===== src/rtl/tx_point_test_ctrl.sv =====
// TX-initiated point-test sequencer: start / LFSR-clear / pattern / result / end
// sideband exchange with the partner, returning an ack and a 16-lane pass mask.
module tx_point_test_ctrl #(
  parameter int unsigned TIMEOUT_CYCLES = 8000000,
  parameter int unsigned CNT_W          = 23
) (
  input  logic        clk,
  input  logic        rst,
  input  logic        i_en,
  input  logic        i_tx_lfsr_or_perlane,
  input  logic        i_tx_mainband_or_valtrain_test,
  input  logic [3:0]  i_sideband_message,
  input  logic        i_sideband_valid,
  input  logic [15:0] i_sideband_data,
  input  logic        i_busy,
  input  logic        i_pattern_done,
  output logic [3:0]  o_sideband_message,
  output logic        o_valid,
  output logic        o_pattern_en,
  output logic        o_pattern_lfsr,
  output logic        o_lfsr_clear,
  output logic        o_point_test_ack,
  output logic [15:0] o_lanes_result,
  output logic        o_timeout
);

  localparam logic [3:0] MSG_NONE        = 4'd0;
  localparam logic [3:0] MSG_START_REQ   = 4'd1;
  localparam logic [3:0] MSG_START_RESP  = 4'd2;
  localparam logic [3:0] MSG_CLEAR_REQ   = 4'd3;
  localparam logic [3:0] MSG_CLEAR_RESP  = 4'd4;
  localparam logic [3:0] MSG_RESULT_REQ  = 4'd5;
  localparam logic [3:0] MSG_RESULT_RESP = 4'd6;
  localparam logic [3:0] MSG_END_REQ     = 4'd7;
  localparam logic [3:0] MSG_END_RESP    = 4'd8;

  localparam logic [CNT_W-1:0] CNT_LAST = CNT_W'(TIMEOUT_CYCLES - 1);

  typedef enum logic [3:0] {
    IDLE, SEND_START, WAIT_START, SEND_CLEAR, WAIT_CLEAR, PATTERN,
    SEND_RESULT, WAIT_RESULT, SEND_END, WAIT_END, DONE
  } state_t;

  function automatic logic [3:0] send_code(input state_t s);
    case (s)
      SEND_START:  return MSG_START_REQ;
      SEND_CLEAR:  return MSG_CLEAR_REQ;
      SEND_RESULT: return MSG_RESULT_REQ;
      SEND_END:    return MSG_END_REQ;
      default:     return MSG_NONE;
    endcase
  endfunction

  function automatic logic [3:0] rsp_code(input state_t s);
    case (s)
      WAIT_START:  return MSG_START_RESP;
      WAIT_CLEAR:  return MSG_CLEAR_RESP;
      WAIT_RESULT: return MSG_RESULT_RESP;
      WAIT_END:    return MSG_END_RESP;
      default:     return MSG_NONE;
    endcase
  endfunction

  // Successor along the normal handshake path.
  function automatic state_t advance(input state_t s);
    case (s)
      SEND_START:  return WAIT_START;
      WAIT_START:  return SEND_CLEAR;
      SEND_CLEAR:  return WAIT_CLEAR;
      WAIT_CLEAR:  return PATTERN;
      PATTERN:     return SEND_RESULT;
      SEND_RESULT: return WAIT_RESULT;
      WAIT_RESULT: return SEND_END;
      SEND_END:    return WAIT_END;
      WAIT_END:    return DONE;
      default:     return s;
    endcase
  endfunction

  state_t            state, state_nx;
  logic [CNT_W-1:0]  cnt, cnt_nx;
  logic              mode_mb, mode_mb_nx;
  logic              lfsr_nx, valid_nx, clear_nx, timeout_nx, to_hit;
  logic [15:0]       result_nx;

  always_comb begin
    // NOTE: every signal driven here gets a default first, so no path can infer a latch.
    state_nx   = state;
    mode_mb_nx = mode_mb;
    lfsr_nx    = o_pattern_lfsr;
    valid_nx   = 1'b0;
    clear_nx   = 1'b0;
    result_nx  = o_lanes_result;
    timeout_nx = o_timeout;
    to_hit     = 1'b0;

    case (state)
      IDLE: begin
        result_nx  = '0;
        timeout_nx = 1'b0;
        if (i_en) begin
          state_nx   = SEND_START;
          lfsr_nx    = i_tx_lfsr_or_perlane;
          mode_mb_nx = i_tx_mainband_or_valtrain_test;
        end
      end
      SEND_START, SEND_CLEAR, SEND_RESULT, SEND_END: begin
        // The strobe goes out first; the state follows one cycle later.
        if (o_valid)             state_nx = advance(state);
        else if (cnt == CNT_LAST) to_hit  = 1'b1;
        else if (!i_busy)        valid_nx = 1'b1;
      end
      WAIT_START, WAIT_CLEAR, WAIT_RESULT, WAIT_END: begin
        if (i_sideband_valid && i_sideband_message == rsp_code(state)) begin
          state_nx = advance(state);
          if (state == WAIT_CLEAR) clear_nx = 1'b1;
          if (state == WAIT_RESULT)
            result_nx = mode_mb ? i_sideband_data : {16{i_sideband_data[0]}};
        end else if (cnt == CNT_LAST) begin
          to_hit = 1'b1;
        end
      end
      PATTERN: begin
        if (i_pattern_done)        state_nx = SEND_RESULT;
        else if (cnt == CNT_LAST)  to_hit   = 1'b1;
      end
      default: ;
    endcase

    if (to_hit) begin
      state_nx   = DONE;
      timeout_nx = 1'b1;
      result_nx  = '0;
    end

    // Dropping the enable overrides everything, including an arriving response.
    if (!i_en) begin
      state_nx   = IDLE;
      valid_nx   = 1'b0;
      clear_nx   = 1'b0;
      result_nx  = '0;
      timeout_nx = 1'b0;
    end

    if (state_nx != state || state == IDLE || state == DONE) cnt_nx = '0;
    else                                                     cnt_nx = cnt + CNT_W'(1);
  end

  always_ff @(posedge clk or posedge rst) begin
    if (rst) begin
      state              <= IDLE;
      cnt                <= '0;
      mode_mb            <= 1'b0;
      o_sideband_message <= MSG_NONE;
      o_valid            <= 1'b0;
      o_pattern_en       <= 1'b0;
      o_pattern_lfsr     <= 1'b0;
      o_lfsr_clear       <= 1'b0;
      o_point_test_ack   <= 1'b0;
      o_lanes_result     <= '0;
      o_timeout          <= 1'b0;
    end else begin
      // NOTE: non-blocking assignments so every register samples pre-edge values.
      state              <= state_nx;
      cnt                <= cnt_nx;
      mode_mb            <= mode_mb_nx;
      o_sideband_message <= send_code(state_nx);
      o_valid            <= valid_nx;
      o_pattern_en       <= (state_nx == PATTERN);
      o_pattern_lfsr     <= lfsr_nx;
      o_lfsr_clear       <= clear_nx;
      o_point_test_ack   <= (state_nx == DONE);
      o_lanes_result     <= result_nx;
      o_timeout          <= timeout_nx;
    end
  end

endmodule


===== config.mk =====
export PLATFORM = sky130hd
export DESIGN_NAME = tx_point_test_ctrl
export DESIGN_NICKNAME = d
export VERILOG_FILES = /design/src/rtl/tx_point_test_ctrl.sv
export SDC_FILE = /design/constraint.sdc
export NUM_CORES = 1
export LEC_CHECK = 0
export ABC_AREA = 1
export BUFFER_PORTS_ARGS = -buffer_cell sky130_fd_sc_hd__buf_4
export CAP_MARGIN = 20
export CORE_MARGIN = 2
export CORE_UTILIZATION = 30
export CTS_BUF_LIST = sky130_fd_sc_hd__clkbuf_8 sky130_fd_sc_hd__clkbuf_16
export CTS_CLUSTER_DIAMETER = 100
export DETAILED_ROUTE_END_ITERATION = 16
export GPL_TIMING_DRIVEN = 0
export RECOVER_POWER = 50
export SLEW_MARGIN = 20
export SYNTH_ARGS = -nofsm -noshare
export SYNTH_HDL_FRONTEND = slang
export SYNTH_SLANG_ARGS = --single-unit

===== constraint.sdc =====
create_clock -name clk -period 6.4 [get_ports clk]
set_clock_uncertainty 0.05 [all_clocks]
set_input_delay 0.64 -clock clk [delete_from_list [all_inputs] [get_ports clk]]
set_output_delay 0.64 -clock clk [all_outputs]
set_load 0.005 [all_outputs]

==> flow_summary.toml, run 1 <==
[run_status]
outcome = "complete, but fails checks"
violations = "capacitance limit, slew limit"

[power_and_ir_drop]
leakagePower_nw = 1.81
clkPwrFrac_pct = 32.6
p_switching_uw = 194
comb_power_share_pct = 18.6
swShare_pct = 27.3
seqPwrFrac_pct = 48.8
p_per_area_nw_per_um2 = 183
vdd_drop_max_uv = 76.7
cellInternalPower_uw = 516

[global_route]
grt_pass1_wl_microns = 12100
grtUsageTotal_pct = 12.8
grt_max_degree = 54
grt_pass1_vias = 2675
gr-total-overflow = 0
grt_antenna_before_repair = 0

[placement]
dp_hpwl_microns = 5370
place.gp.congestion = 0.873
port_buffers = 51

[floorplanning]
num_rows = 37
dieArea_sq_um = 11600
die_w_microns = 108
die_y_microns = 108
initial_utilization_pct = 31.0
design.core.area_sq_um = 10400
num_io_pins = 54

[flow_run]
cap_viol_max_count = 1

[critical_path]
crit_top_cell = "nand2_1"
arrival_ns = 2.75
slowest_stage = "dfrtp_1"
cp_num_buf_inv = 4
crit_chain = "buf_4 -> inv_2 -> nand2_1 -> nand4_1 -> nand2_1 -> inv_2 -> nand3_1 -> nand2_2 -> nand2_2 -> a21oi_4 -> nand2_1 -> nand2_1 -> nand2_1 -> nor2_2 -> nand3_2 -> buf_6 -> nor2_2"
cp-start-kind = "flip-flop"
cp_max_fo = 10
cpLargestDelayFamily = "simple AND/OR/NAND/NOR gates"
worstPathRequired_ns = 6.59
setup.worst_path.end_class = "flip-flop"
cp_slowest_stage_delay_ns = 0.37
path_class = "reg -> reg"

[detailed_routing]
drt_pass1_iterations = 4
wire_per_inst_microns = 11.5
detail-route-antenna-nets = 0
drc = 0
num_vias = 2840
via_per_inst = 4.63
drt_iter0_drc = 129
wirelength_microns = 7080

[sta]
period_minus_slack_ns = 2.57
finalSetupViolations = 0
relSlewSlack_pct = -54.3
fmax_mhz = 389
period_share_pct = 40.1
slew_viol_final = 54
whs_ns = 0.416
setup_tns_ns = 0
final-hold-violation-count = 0
rsz0062_at_grt = "false"
tightestPinTransition_ns = 2.30

[logic_synthesis]
synth-seq-area-share_pct = 41.3
synth_area_leader_cell = "dfrtp_1"
syn_nets = 448
synth_top_area_share_pct = 41.3
ys_ff_latch = 53
synth_area_sq_um = 3210
synthDistinctLibCells = 35
synth-edff-count = 0
synthTopCellsByArea = "dfrtp_1 (41%), nand2_1 (8.2%), nand3_1 (6.5%)"
yosysWarnings = 0
async_flop_share_pct = 100
synth_cells = 419
avgSynthCellArea_sq_um = 7.67
synthFlopType = "dfrtp_1"

[clock_tree]
numCtsBuffers = 5
clk_path_buf_depth = 2
clock-sinks = 53
tritoncts = "done"
clock_latency_ns = 0.30
htree_levels = 2
postCtsSetupBuffers = 0
clk_pin_slew_worst_paths_ns = 0.09
ctsResizeCount = 0
clockRootBuffer = "clkbuf_8"
ctsHoldBuffers = 0

[hold_path]
hp-class = "reg -> reg"

[final_layout]
diodes = 0
drive_gt1_share_pct = 26.2
syn_to_final_growth_pct = 20.5
nets = 506
[registers in the layout, indices dropped and copies added, names as in the netlist]
register / flops
o_lanes_result: 16
cnt: 23
o_timeout: 1
state: 4
o_lfsr_clear: 1
o_valid: 1
o_sideband_message: 3
o_point_test_ack: 1
mode_mb: 1
o_pattern_en: 1
o_pattern_lfsr: 1
[logic make-up after synthesis]
kind of cell | after synthesis | share of synthesized area [%]
simple gates | 226 | 35.0
flops | 53 | 41.3
compound gates | 51 | 8.68
mux | 2 | 0.701
xor+xnor | 16 | 4.36
buf+inv | 69 | 9.46
other cells | 1 | 0.117
fa+ha+maj | 1 | 0.389
[layer usage]
| layer | GRT usage, % | wire (microns) | vias to the layer above |
|---|---|---|---|
| li1 | - | - | 1461 |
| met1 | 16.9 | 3290 | 1320 |
| met2 | 21.2 | 3470 | 49 |
| met3 | 2.18 | 229 | 10 |
| met4 | 4.12 | 95 | 0 |
| met5 | 0 | 0 | - |
[synthesized netlist by cell type, drive strengths merged (3+ instances only)]
master,instances
o211ai,3
a21oi,38
nand2,74
dfrtp,53
nor4,3
xor2,12
o21ai,9
clkbuf,8
nand3,44
inv,53
nor3,7
nor2,63
xnor2,4
nand4,14
or2,17
buf,8
[stage by stage]
stage | cell area [sq um] | power [mW] | worst slack, ns | instances | utilization [%]
2_1_floorplan | 3210 | 0.445 | 4.28 | 419 | -
3_3_place_gp | 3770 | 0.486 | 3.72 | 606 | 36.3
3_5_place_dp | 3770 | 0.487 | 3.92 | 606 | 36.4
4_1_cts | 3890 | 0.719 | 3.95 | 614 | 37.5
5_1_grt | 3870 | 0.749 | 3.49 | 614 | 37.3
6_report | 3870 | 0.710 | 3.83 | 614 | 37.3
[worst reg2reg max path: stages, from the launching register on]
cell and delay, ns:
dfrtp_1 0.37, buf_4 0.17, inv_2 0.14, nand2_1 0.11, nand4_1 0.10, nand2_1 0.06
inv_2 0.08, nand3_1 0.26, nand2_2 0.14, nand2_2 0.08, a21oi_4 0.23, nand2_1 0.09
nand2_1 0.06, nand2_1 0.06, nor2_2 0.12, nand3_2 0.13, buf_6 0.19, nor2_2 0.09
[final timing paths]
check	slack, ns	to	depth (start not counted)	from
worst max-delay path	3.83	cnt[7]$_DFF_PP0_	17	state[0]$_DFF_PP0_
worst min-delay path	0.42	cnt[0]$_DFF_PP0_	1	cnt[0]$_DFF_PP0_
worst max register to register	3.83	cnt[7]$_DFF_PP0_	17	state[0]$_DFF_PP0_
worst min register to register	0.42	cnt[0]$_DFF_PP0_	1	cnt[0]$_DFF_PP0_
max in group asynchronous	4.35	o_lanes_result[6]$_DFFE_PP0P_	2	rst
min in group asynchronous	0.91	o_sideband_message[1]$_DFF_PP0_	2	rst
[final cells by class]
type                       count  area, sq um
timing repair buffer          51          383
multi-input combinational    297         1570
fill                        1089         6500
inverter                      53          203
clock buffer                   6         82.6
clock inverter                 2         33.8
tap                          136          170
buffer                        16          103
sequential                    53         1330
[layout by cell type (no fill, tap or decap), types with 2 or more instances in the layout]
cell      Yosys  final
inv_2         5      5
o211ai_1      3      3
nand4_1      14     14
buf_4         3     42
clkbuf_1      8      8
and3_1        2      2
dfrtp_1      53     53
nor2_4        2      2
nor3_1        7      7
nor4_1        3      3
nor2_2       23     23
inv_1        47     47
a21oi_1      37     37
or2_2        17     17
xnor2_1       4      4
nand2_1      70     70
xor2_1       12     12
o21ai_0       7      7
nand3b_1      2      2
clkbuf_8      0      6
nand2_2       4      4
clkbuf_4      0     12
mux2_2        2      2
nor2_1       37     37
buf_6         4      4
nand3_1      42     43
[power groups by stage]
stage                     logic, mW  registers [mW]  clock network (mW)
after global routing          0.149           0.347               0.252
after global placement        0.134           0.353                   0
after floorplan              0.0928           0.352                   0
after CTS                     0.135           0.346               0.239
after detailed placement      0.134           0.353                   0
final                         0.132           0.346               0.232
(Power assumes the default switching activity.)
==> inputs of run 2 (changes only) <==
Clock period 6.4 ns to 2.5 ns, I/O delays scaled along.
==> run 2 against run 1 <==
  * The run still ends with capacitance limit, slew limit left
  * Final cell count is 2.9% higher
  * Via count is 3.4% higher
  * Clock-buffer cell count stayed put
  * First-iteration DRC count is 23% lower
  * Wire length is 5.0% higher
  * Maximum frequency is 7.7% higher
  * Sequential power grew to 2.6 times the previous value
  * Register-to-register slack worse by 3.7 ns
  * Sequential share of layout area is 2.3 points lower
  * Critical path type unchanged
  * Critical endpoint unchanged
  * Highest routed layer unchanged
==> flow_summary.toml, run 2 (same netlist as run 1, synthesis figures left out) <==
[sta]
fin_ws_ns = 0.117
relSlewSlack_pct = -31.3
fmax_mhz = 420
finalSetupViolations = 0
tightestPinTransition_ns = 1.97
period_minus_slack_ns = 2.38
setup_tns_ns = 0
rsz0062_at_grt = "true"
slew_viol_final = 54
final-hold-violation-count = 0
period_share_pct = 95.3

[final_layout]
multiInputGateArea_sq_um = 1660
drive_gt1_share_pct = 31.0
diodes = 0
syn_to_final_growth_pct = 29.4
layout_common_cells = "nand2_1 (66), buf_4 (66), dfrtp_1 (53)"
seqCellArea_sq_um = 1330
largest_reg_flops = 23
fillers = 1066
nets = 524
largest-register = "cnt"
largestRegisters = "cnt: 23 flops, o_lanes_result: 16 flops, state: 4 flops"

[placement]
port_buffers = 51
dp_slack_ns = 0.0641
place.gp.congestion = 0.873
dp_hpwl_microns = 5370

[critical_path]
slowest_stage = "dfrtp_1"
timing.rr.end = "cnt[7]$_DFF_PP0_"
path_class = "reg -> reg"
reg2reg_depth = 17
crit_chain = "buf_6 -> nor2_2 -> nand2_1 -> nand2_1 -> nand2_1 -> nand2_2 -> nand3_4 -> nand2_4 -> nand2_4 -> a21oi_4 -> nand2_1 -> nand2_1 -> nand2_1 -> nor2_2 -> nand3_4 -> clkbuf_16 -> nor2_2"
cp_max_fo = 9
r2r_setup_slack_ns = 0.12
arrival_ns = 2.57
r2r_start = "state[3]$_DFF_PP0_"
setup.worst_path.end_class = "flip-flop"
cp_slowest_stage_delay_ns = 0.38
crit_top_cell = "nand2_1"
cp-start-kind = "flip-flop"
cp_num_buf_inv = 2
cpLargestDelayFamily = "simple AND/OR/NAND/NOR gates"
worstPathRequired_ns = 2.68

[floorplanning]
dieArea_sq_um = 11600
num_rows = 37
die_w_microns = 108
design.core.area_sq_um = 10400
initial_utilization_pct = 31.0
num_io_pins = 54
die_y_microns = 108

[clock_tree]
clk_pin_slew_worst_paths_ns = 0.10
clk_path_buf_depth = 2
numCtsBuffers = 5
ctsHoldBuffers = 0
tritoncts = "done"
htree_levels = 2
clockRootBuffer = "clkbuf_8"
clock-sinks = 53
clock_latency_ns = 0.30

[detailed_routing]
wirelength_microns = 7440
num_vias = 2937
detail-route-antenna-nets = 0
drt_iter0_drc = 99
via_per_inst = 4.65
wire_per_inst_microns = 11.8
drt_pass1_iterations = 4
drc = 0

[global_route]
grtUsageTotal_pct = 12.8
grt_pass1_vias = 2675
grt_antenna_before_repair = 0
grt_max_degree = 54
grt_pass1_wl_microns = 12100
gr-total-overflow = 0

[run_status]
outcome = "complete, but fails checks"
violations = "capacitance limit, slew limit"

[power_and_ir_drop]
cellInternalPower_mw = 1.38
leakagePower_nw = 1.93
seqPwrFrac_pct = 46.5
p_per_area_nw_per_um2 = 458
vdd_drop_max_uv = 218
clkPwrFrac_pct = 30.9
swShare_pct = 27.5
p_switching_uw = 523
comb_power_share_pct = 22.6

[hold_path]
min-delay-start = "i_busy"
hold_end = "o_valid$_DFF_PP0_"
hp-class = "in -> reg"
min_path_cells = 4

[flow_run]
cap_viol_max_count = 1
## run 2: worst register-to-register path, cell delays in order (launching register included)
cell and delay, ns:
dfrtp_1 0.38, buf_6 0.15, nor2_2 0.15, nand2_1 0.10, nand2_1 0.07, nand2_1 0.05
nand2_2 0.09, nand3_4 0.14, nand2_4 0.10, nand2_4 0.05, a21oi_4 0.24, nand2_1 0.08
nand2_1 0.06, nand2_1 0.06, nor2_2 0.14, nand3_4 0.15, clkbuf_16 0.20, nor2_2 0.08
## run 2: metrics by stage
stage / power, mW / hold slack [ns] / instance area, sq um / util (%) / instances
after global routing: 2.01 / 0.118 / 4160 / 40.1 / 632
after floorplan: 1.14 / 0.342 / 3210 / - / 419
after detailed placement: 1.25 / 0.347 / 3770 / 36.4 / 606
after CTS: 1.84 / 0.0191 / 3890 / 37.5 / 614
final: 1.90 / 0.122 / 4160 / 40.1 / 632
after global placement: 1.24 / 0.401 / 3770 / 36.3 / 606
## run 2: how the worst max path moves through the flow
stage                              endpoint  depth (start not counted)          startpoint  slack (ns)
final                      cnt[7]$_DFF_PP0_                         17  state[3]$_DFF_PP0_        0.12
after global routing       cnt[7]$_DFF_PP0_                         18  state[0]$_DFF_PP0_       -0.07
after CTS                  cnt[3]$_DFF_PP0_                         17    cnt[0]$_DFF_PP0_        0.05
after detailed placement  cnt[20]$_DFF_PP0_                         17    cnt[0]$_DFF_PP0_        0.06
after global placement    cnt[22]$_DFF_PP0_                         14    cnt[0]$_DFF_PP0_        0.08
after floorplan           cnt[22]$_DFF_PP0_                         14    cnt[0]$_DFF_PP0_        0.38
## run 2: layout make-up
cell class	count	share of cell area (%)
buffer	16	3.07
clock buffer	6	1.99
clock inverter	2	0.813
inverter	53	5.03
multi-input combinational	297	39.9
sequential	53	31.9
tap	136	4.09
timing repair buffer	69	13.2
## run 2: power groups by stage
stage	clock network, mW	registers [mW]	logic (mW)
global route	0.646	0.888	0.478
detailed placement	0	0.903	0.344
floorplan	0	0.902	0.238
CTS	0.611	0.886	0.345
finish	0.589	0.885	0.430
global placement	0	0.903	0.342
## run 2: per-layer routing
metal | up-vias | wire length, microns | GRT usage, %
met5 | - | 0 | 0
met4 | 0 | 62 | 4.12
met3 | 6 | 237 | 2.18
met2 | 58 | 3780 | 21.2
met1 | 1380 | 3360 | 16.9
li1 | 1493 | - | -
## run 2: repair_timing
action                     CTS  global route
setup buffers                0            17
resized for setup            0            28
setup endpoints to repair    0            40
